**config.mk**
```make
export PLATFORM = sky130hd
export DESIGN_NAME = blowfish_encrypt
export DESIGN_NICKNAME = d
export VERILOG_FILES = /design/src/rtl/bcrypt_pkg.sv /design/src/rtl/blowfish_f.sv /design/src/rtl/blowfish_encrypt.sv
export SDC_FILE = /design/constraint.sdc
export NUM_CORES = 1
export LEC_CHECK = 0
export CORE_AREA = 2 2 341 343
export CTS_BUF_LIST = sky130_fd_sc_hd__clkbuf_4
export DETAILED_ROUTE_END_ITERATION = 10
export DIE_AREA = 0 0 343 345
export PLACE_DENSITY = 0.44
export SETUP_SLACK_MARGIN = 0.3
export SLEW_MARGIN = 20
export SYNTH_ARGS = -nofsm -noshare
export SYNTH_HDL_FRONTEND = slang
export SYNTH_SLANG_ARGS = --single-unit
```
**constraint.sdc**
```tcl
create_clock -name clk -period 4.2 [get_ports clk]
set_clock_uncertainty 0.1 [all_clocks]
set_input_delay 1.05 -clock clk [delete_from_list [all_inputs] [get_ports clk]]
set_output_delay 1.05 -clock clk [all_outputs]
set_load 0.1 [all_outputs]
```
**src/rtl/bcrypt_pkg.sv**
```systemverilog
// bcrypt_pkg: shared Blowfish state encoding and sizing constants.
package bcrypt_pkg;
  typedef enum logic [2:0] {IDLE, ADDR, CALC, FINAL, DONE} blowfish_state_t;
  localparam int BF_ROUNDS = 16;
  localparam int BF_P_WORDS = 18;
  localparam int SBOX_ADDR_W = 8;
endpackage

```
**src/rtl/blowfish_f.sv**
```systemverilog
// blowfish_f: Blowfish round function from the four S-box words.
module blowfish_f (
  input  logic [31:0] s1,
  input  logic [31:0] s2,
  input  logic [31:0] s3,
  input  logic [31:0] s4,
  output logic [31:0] f
);
  assign f = ((s1 + s2) ^ s3) + s4;
endmodule

```
**src/rtl/blowfish_encrypt.sv**
```systemverilog
// blowfish_encrypt: iterative Blowfish core, two cycles per round against synchronous S-box SRAMs.
module blowfish_encrypt
  import bcrypt_pkg::*;
#(
  parameter int ROUNDS = BF_ROUNDS,
  parameter int DATA_W = 32,
  parameter int ADDR_W = SBOX_ADDR_W
) (
  input  logic                       clk,
  input  logic                       reset_l,
  input  logic                       start,
  input  logic [DATA_W-1:0]          L,
  input  logic [DATA_W-1:0]          R,
  input  logic [32*(ROUNDS+2)-1:0]   p,
  input  logic [DATA_W-1:0]          s1_out,
  input  logic [DATA_W-1:0]          s2_out,
  input  logic [DATA_W-1:0]          s3_out,
  input  logic [DATA_W-1:0]          s4_out,
  output logic [ADDR_W-1:0]          s1_addr,
  output logic [ADDR_W-1:0]          s2_addr,
  output logic [ADDR_W-1:0]          s3_addr,
  output logic [ADDR_W-1:0]          s4_addr,
  output logic                       s1_cs_l,
  output logic                       s2_cs_l,
  output logic                       s3_cs_l,
  output logic                       s4_cs_l,
  output logic [DATA_W-1:0]          resultL,
  output logic [DATA_W-1:0]          resultR,
  output logic                       done
);
  blowfish_state_t state_q, state_d;
  logic [4:0] round_q, round_d;
  logic [31:0] l_q, l_d, r_q, r_d, res_l_q, res_l_d, res_r_q, res_r_d;
  logic [31:0] p_w [ROUNDS+2];
  logic [31:0] xl, f;
  logic in_addr, last;
  for (genvar i = 0; i < ROUNDS + 2; i++) begin : g_p
    assign p_w[i] = p[32*i +: 32];
  end
  blowfish_f u_f (.s1(s1_out), .s2(s2_out), .s3(s3_out), .s4(s4_out), .f(f));
  assign xl = l_q ^ p_w[round_q];
  assign in_addr = state_q == ADDR;
  assign last = round_q == 5'(ROUNDS - 1);
  assign {s1_cs_l, s2_cs_l, s3_cs_l, s4_cs_l} = {4{!in_addr}};
  assign s1_addr = in_addr ? xl[31:24] : '0;
  assign s2_addr = in_addr ? xl[23:16] : '0;
  assign s3_addr = in_addr ? xl[15:8] : '0;
  assign s4_addr = in_addr ? xl[7:0] : '0;
  assign done = state_q == DONE;
  assign resultL = res_l_q;
  assign resultR = res_r_q;
  always_comb begin
    state_d = state_q;
    round_d = round_q;
    l_d = l_q;
    r_d = r_q;
    res_l_d = res_l_q;
    res_r_d = res_r_q;
    case (state_q)
      IDLE: if (start) begin
        l_d = L;
        r_d = R;
        round_d = '0;
        state_d = ADDR;
      end
      ADDR: begin
        l_d = xl;
        state_d = CALC;
      end
      CALC: begin
        l_d = r_q ^ f;
        r_d = l_q;
        round_d = last ? round_q : round_q + 5'd1;
        state_d = last ? FINAL : ADDR;
      end
      // the final un-swap is folded into which half feeds which result
      FINAL: begin
        res_l_d = r_q ^ p_w[ROUNDS+1];
        res_r_d = l_q ^ p_w[ROUNDS];
        state_d = DONE;
      end
      default: state_d = IDLE;
    endcase
  end
  always_ff @(posedge clk or negedge reset_l) begin
    if (!reset_l) begin
      state_q <= IDLE;
      round_q <= '0;
      l_q <= '0;
      r_q <= '0;
      res_l_q <= '0;
      res_r_q <= '0;
    end else begin
      state_q <= state_d;
      round_q <= round_d;
      l_q <= l_d;
      r_q <= r_d;
      res_l_q <= res_l_d;
      res_r_q <= res_r_d;
    end
  end
endmodule
```
==> results.yml <==
worst_hold_path:
  hp-class: "in2async"
timing:
  relSlewSlack_pct: 28.9
  hold_viol: 0
  finalSetupViolCount: 46
  drv_slew: 0
  fmax_mhz: 206
  hold_ws_ps: 226
  finalCritPeriodShare_pct: 116
  period_minus_slack_ps: 4860
  rsz0062_at_grt: "true"
  worstMarginPinSlew_ps: 1060
  finalWorstSetupSlack_ps: -658
drt:
  drtIter0Drc: 1166
  wl_per_cell_um: 27.1
  ant_nets: 0
  drc: 0
  drt-total-wl_um: 113000
  dr_total_vias: 17600
  vias_per_cell: 4.22
  first_pass_iters: 6
synthesis:
  netlist_top_cells_count: "xnor2_1, dfrtp_1, nand2_1"
  synth_area_um2: 14500
  synth_top_area_share_pct: 23.5
  syn-num-nets: 2341
  ys_async_sr_fraction_pct: 100
  syn_avg_cell_area_um2: 9.66
  yosysUniqueCellTypes: 64
  ys_seq_area_share_pct: 23.5
  synth-main-ff-cell: "dfrtp_1"
  synth_edf_count: 0
  synth.most_common_cell: "xnor2_1"
  yosys.area.top_type: "dfrtp_1"
  netlist_top_cells_area: "dfrtp_1, mux4_2, xnor2_1"
  synth_cells: 1500
  yosys_register_bits: 136
  ys_warn_count: 0
finish:
  stdcell_area_um2: 29800
  nFillCells: 12400
  nNetsFinal: 3453
  instances_no_fill: 4161
  syn2layout_area_growth_pct: 106
  layout-drive-gt1-share_pct: 30.1
clock_network:
  numCtsBuffers: 17
  htreeDepth: 4
  cts_tree: "built"
  clockRootBuffer: "clkbuf_4"
  worst_skew_pair.late_latency_ps: 730
  postCtsHoldBufs: 0
  clock_sinks: 136
  clkTransAtPathRegs_ps: 210
  clock_tree.buffer_depth: 2
setup_path:
  startpoint: "round_q[0]"
  crit_top_cell: "buf_12"
  reg2reg_to: "l_q[23]"
  crit_type: "reg2out"
  slowest_delay_ps: 540
  cp-start-kind: "flip-flop"
  end_kind: "output pin"
  ff2ff_path_depth: 14
  crit_arrival_ps: 3710
  path_max_fanout: 5
  crit_buf_inv: 6
  crit_family: "buffers and inverters"
  cp_slowest_cell: "dfrtp_4"
  cp_cell_sequence: "buf_12, buf_12, buf_12, buf_16, mux4_2, mux2_4, a221o_1, buf_12, o21ai_4, xor2_2, nor2_4, buf_12"
  rrSetupSlack_ps: 620
  r2r-start: "round_q[0]"
  crit_required_ps: 3050
place:
  place_congestion: 0.908
  place_inst: 4048
  hpwl_um: 95900
  postPlaceCellArea_um2: 27500
  port_buffers: 871
floorplanning:
  ios: 872
  start_util_pct: 12.6
  die_area_um2: 118000
  die_height_um: 345
  rows: 125
  die_w_um: 343
  core_area_um2: 115000
run:
  drv_cap: 0
global_route:
  grt_overflow: 0
  antenna_found_initial: 31
  grt_pass1_vias: 18300
  grt_max_degree: 130
  grt_pass1_wl_um: 152000
  grt_usage_pct: 18.4
status:
  violations: "setup timing"
  outcome: "complete, but fails checks"
power:
  p_per_area_nw_per_um2: 725
  p_total_w: 0.0216
  p_leak_nw: 11.3
  vdd_drop_max_mv: 0.624
-- where the power goes --
group          switching [W]  internal [W]
logic                 0.0105       0.00727
registers           0.000883       0.00196
clock network       0.000759      0.000285
-- sequential cells by signal, summed over array words and instances (netlist names) --
| name | cells |
|---|---|
| l_q | 32 |
| r_q | 32 |
| resultL | 32 |
| resultR | 32 |
| round_q | 5 |
| state_q | 3 |
-- logic make-up after synthesis --
logic type / after synthesis / share of synthesized area [%]
AO/OA/AOI/OAI: 431 / 19.1
AND/OR/NAND/NOR: 309 / 9.22
multiplexers: 215 / 25.2
XOR/XNOR: 214 / 12.9
flip-flops: 136 / 23.5
buffers and inverters: 125 / 3.83
adder cells (fa/ha/maj): 70 / 6.15
-- how the worst max path moves through the flow --
stage	cells after the start	end
5_1_grt	10	s4_addr[2]
3_5_place_dp	22	l_q[26]
2_1_floorplan	20	l_q[31]
6_report	12	s4_addr[7]
4_1_cts	11	s3_addr[6]
3_3_place_gp	19	l_q[16]
-- placed cells by master, fill, tap and decap left out, types with 9 or more instances in the layout --
master / n
a21o_1: 28
xor2_2: 19
buf_6: 31
o21a_1: 9
buf_4: 281
mux4_2: 118
buf_12: 60
xor2_1: 50
clkdlybuf4s50_1: 803
mux2i_1: 73
a21oi_2: 24
a21oi_1: 37
nor2_4: 24
nor3_1: 21
o21ai_0: 98
ha_1: 53
o21ai_1: 35
a221oi_2: 9
o21ai_2: 14
nor2_1: 67
ha_4: 12
nand2_1: 120
nand4_1: 9
a222oi_1: 12
inv_1: 19
xnor2_1: 128
diode_2: 12
dfrtp_1: 130
mux2_4: 14
a221oi_1: 14
o22ai_1: 42
clkbuf_4: 17
a221o_1: 12
xnor2_2: 12
-- routing by layer --
metal / vias up / GRT usage, % / share of wire [%]
met5: - / 0 / 0.16
met4: 28 / 2.87 / 0.86
met3: 73 / 5.48 / 7.9
met2: 665 / 29.6 / 46
met1: 8864 / 24.7 / 45
li1: 7941 / - / -
-- layout make-up --
type	instances	area (um2)	share of cell area (%)
Sequential cell	136	3420	11.5
Clock inverter	15	174	0.583
Multi-Input combinational cell	1239	12100	40.6
Tap cell	1524	1910	6.39
Timing Repair Buffer	1197	12000	40.2
Antenna cell	12	30.0	0.101
Inverter	21	87.6	0.294
Clock buffer	17	128	0.428
-- timing repair --
item	in CTS	in global routing
buffers inserted	43	21
hold endpoints to repair	0	0
endpoints found under the setup margin	60	57
cloned	3	2
gates resized for setup	194	107
pin swaps	119	111
-- per-stage QoR --
stage	setup WS [ps]	setup TNS (ps)	utilization [%]
floorplan	-507	-7650	-
global placement	-1570	-44040	23.9
detailed placement	-1610	-44760	23.9
CTS	-856	-26170	25.2
global route	-846	-29330	25.9
finish	-658	-21270	25.9
-- worst register-to-register path: stages (launching register included) --
cell,delay [ps]
dfrtp_4,540
buf_12,150
buf_6,130
buf_12,140
buf_6,120
mux4_2,450
mux4_2,650
a21oi_2,250
xor2_2,200
nor2_4,60
buf_4,130
buf_4,120
buf_4,130
a221oi_1,200
o21ai_1,80
Note: power is estimated with default switching activity, not from simulation.
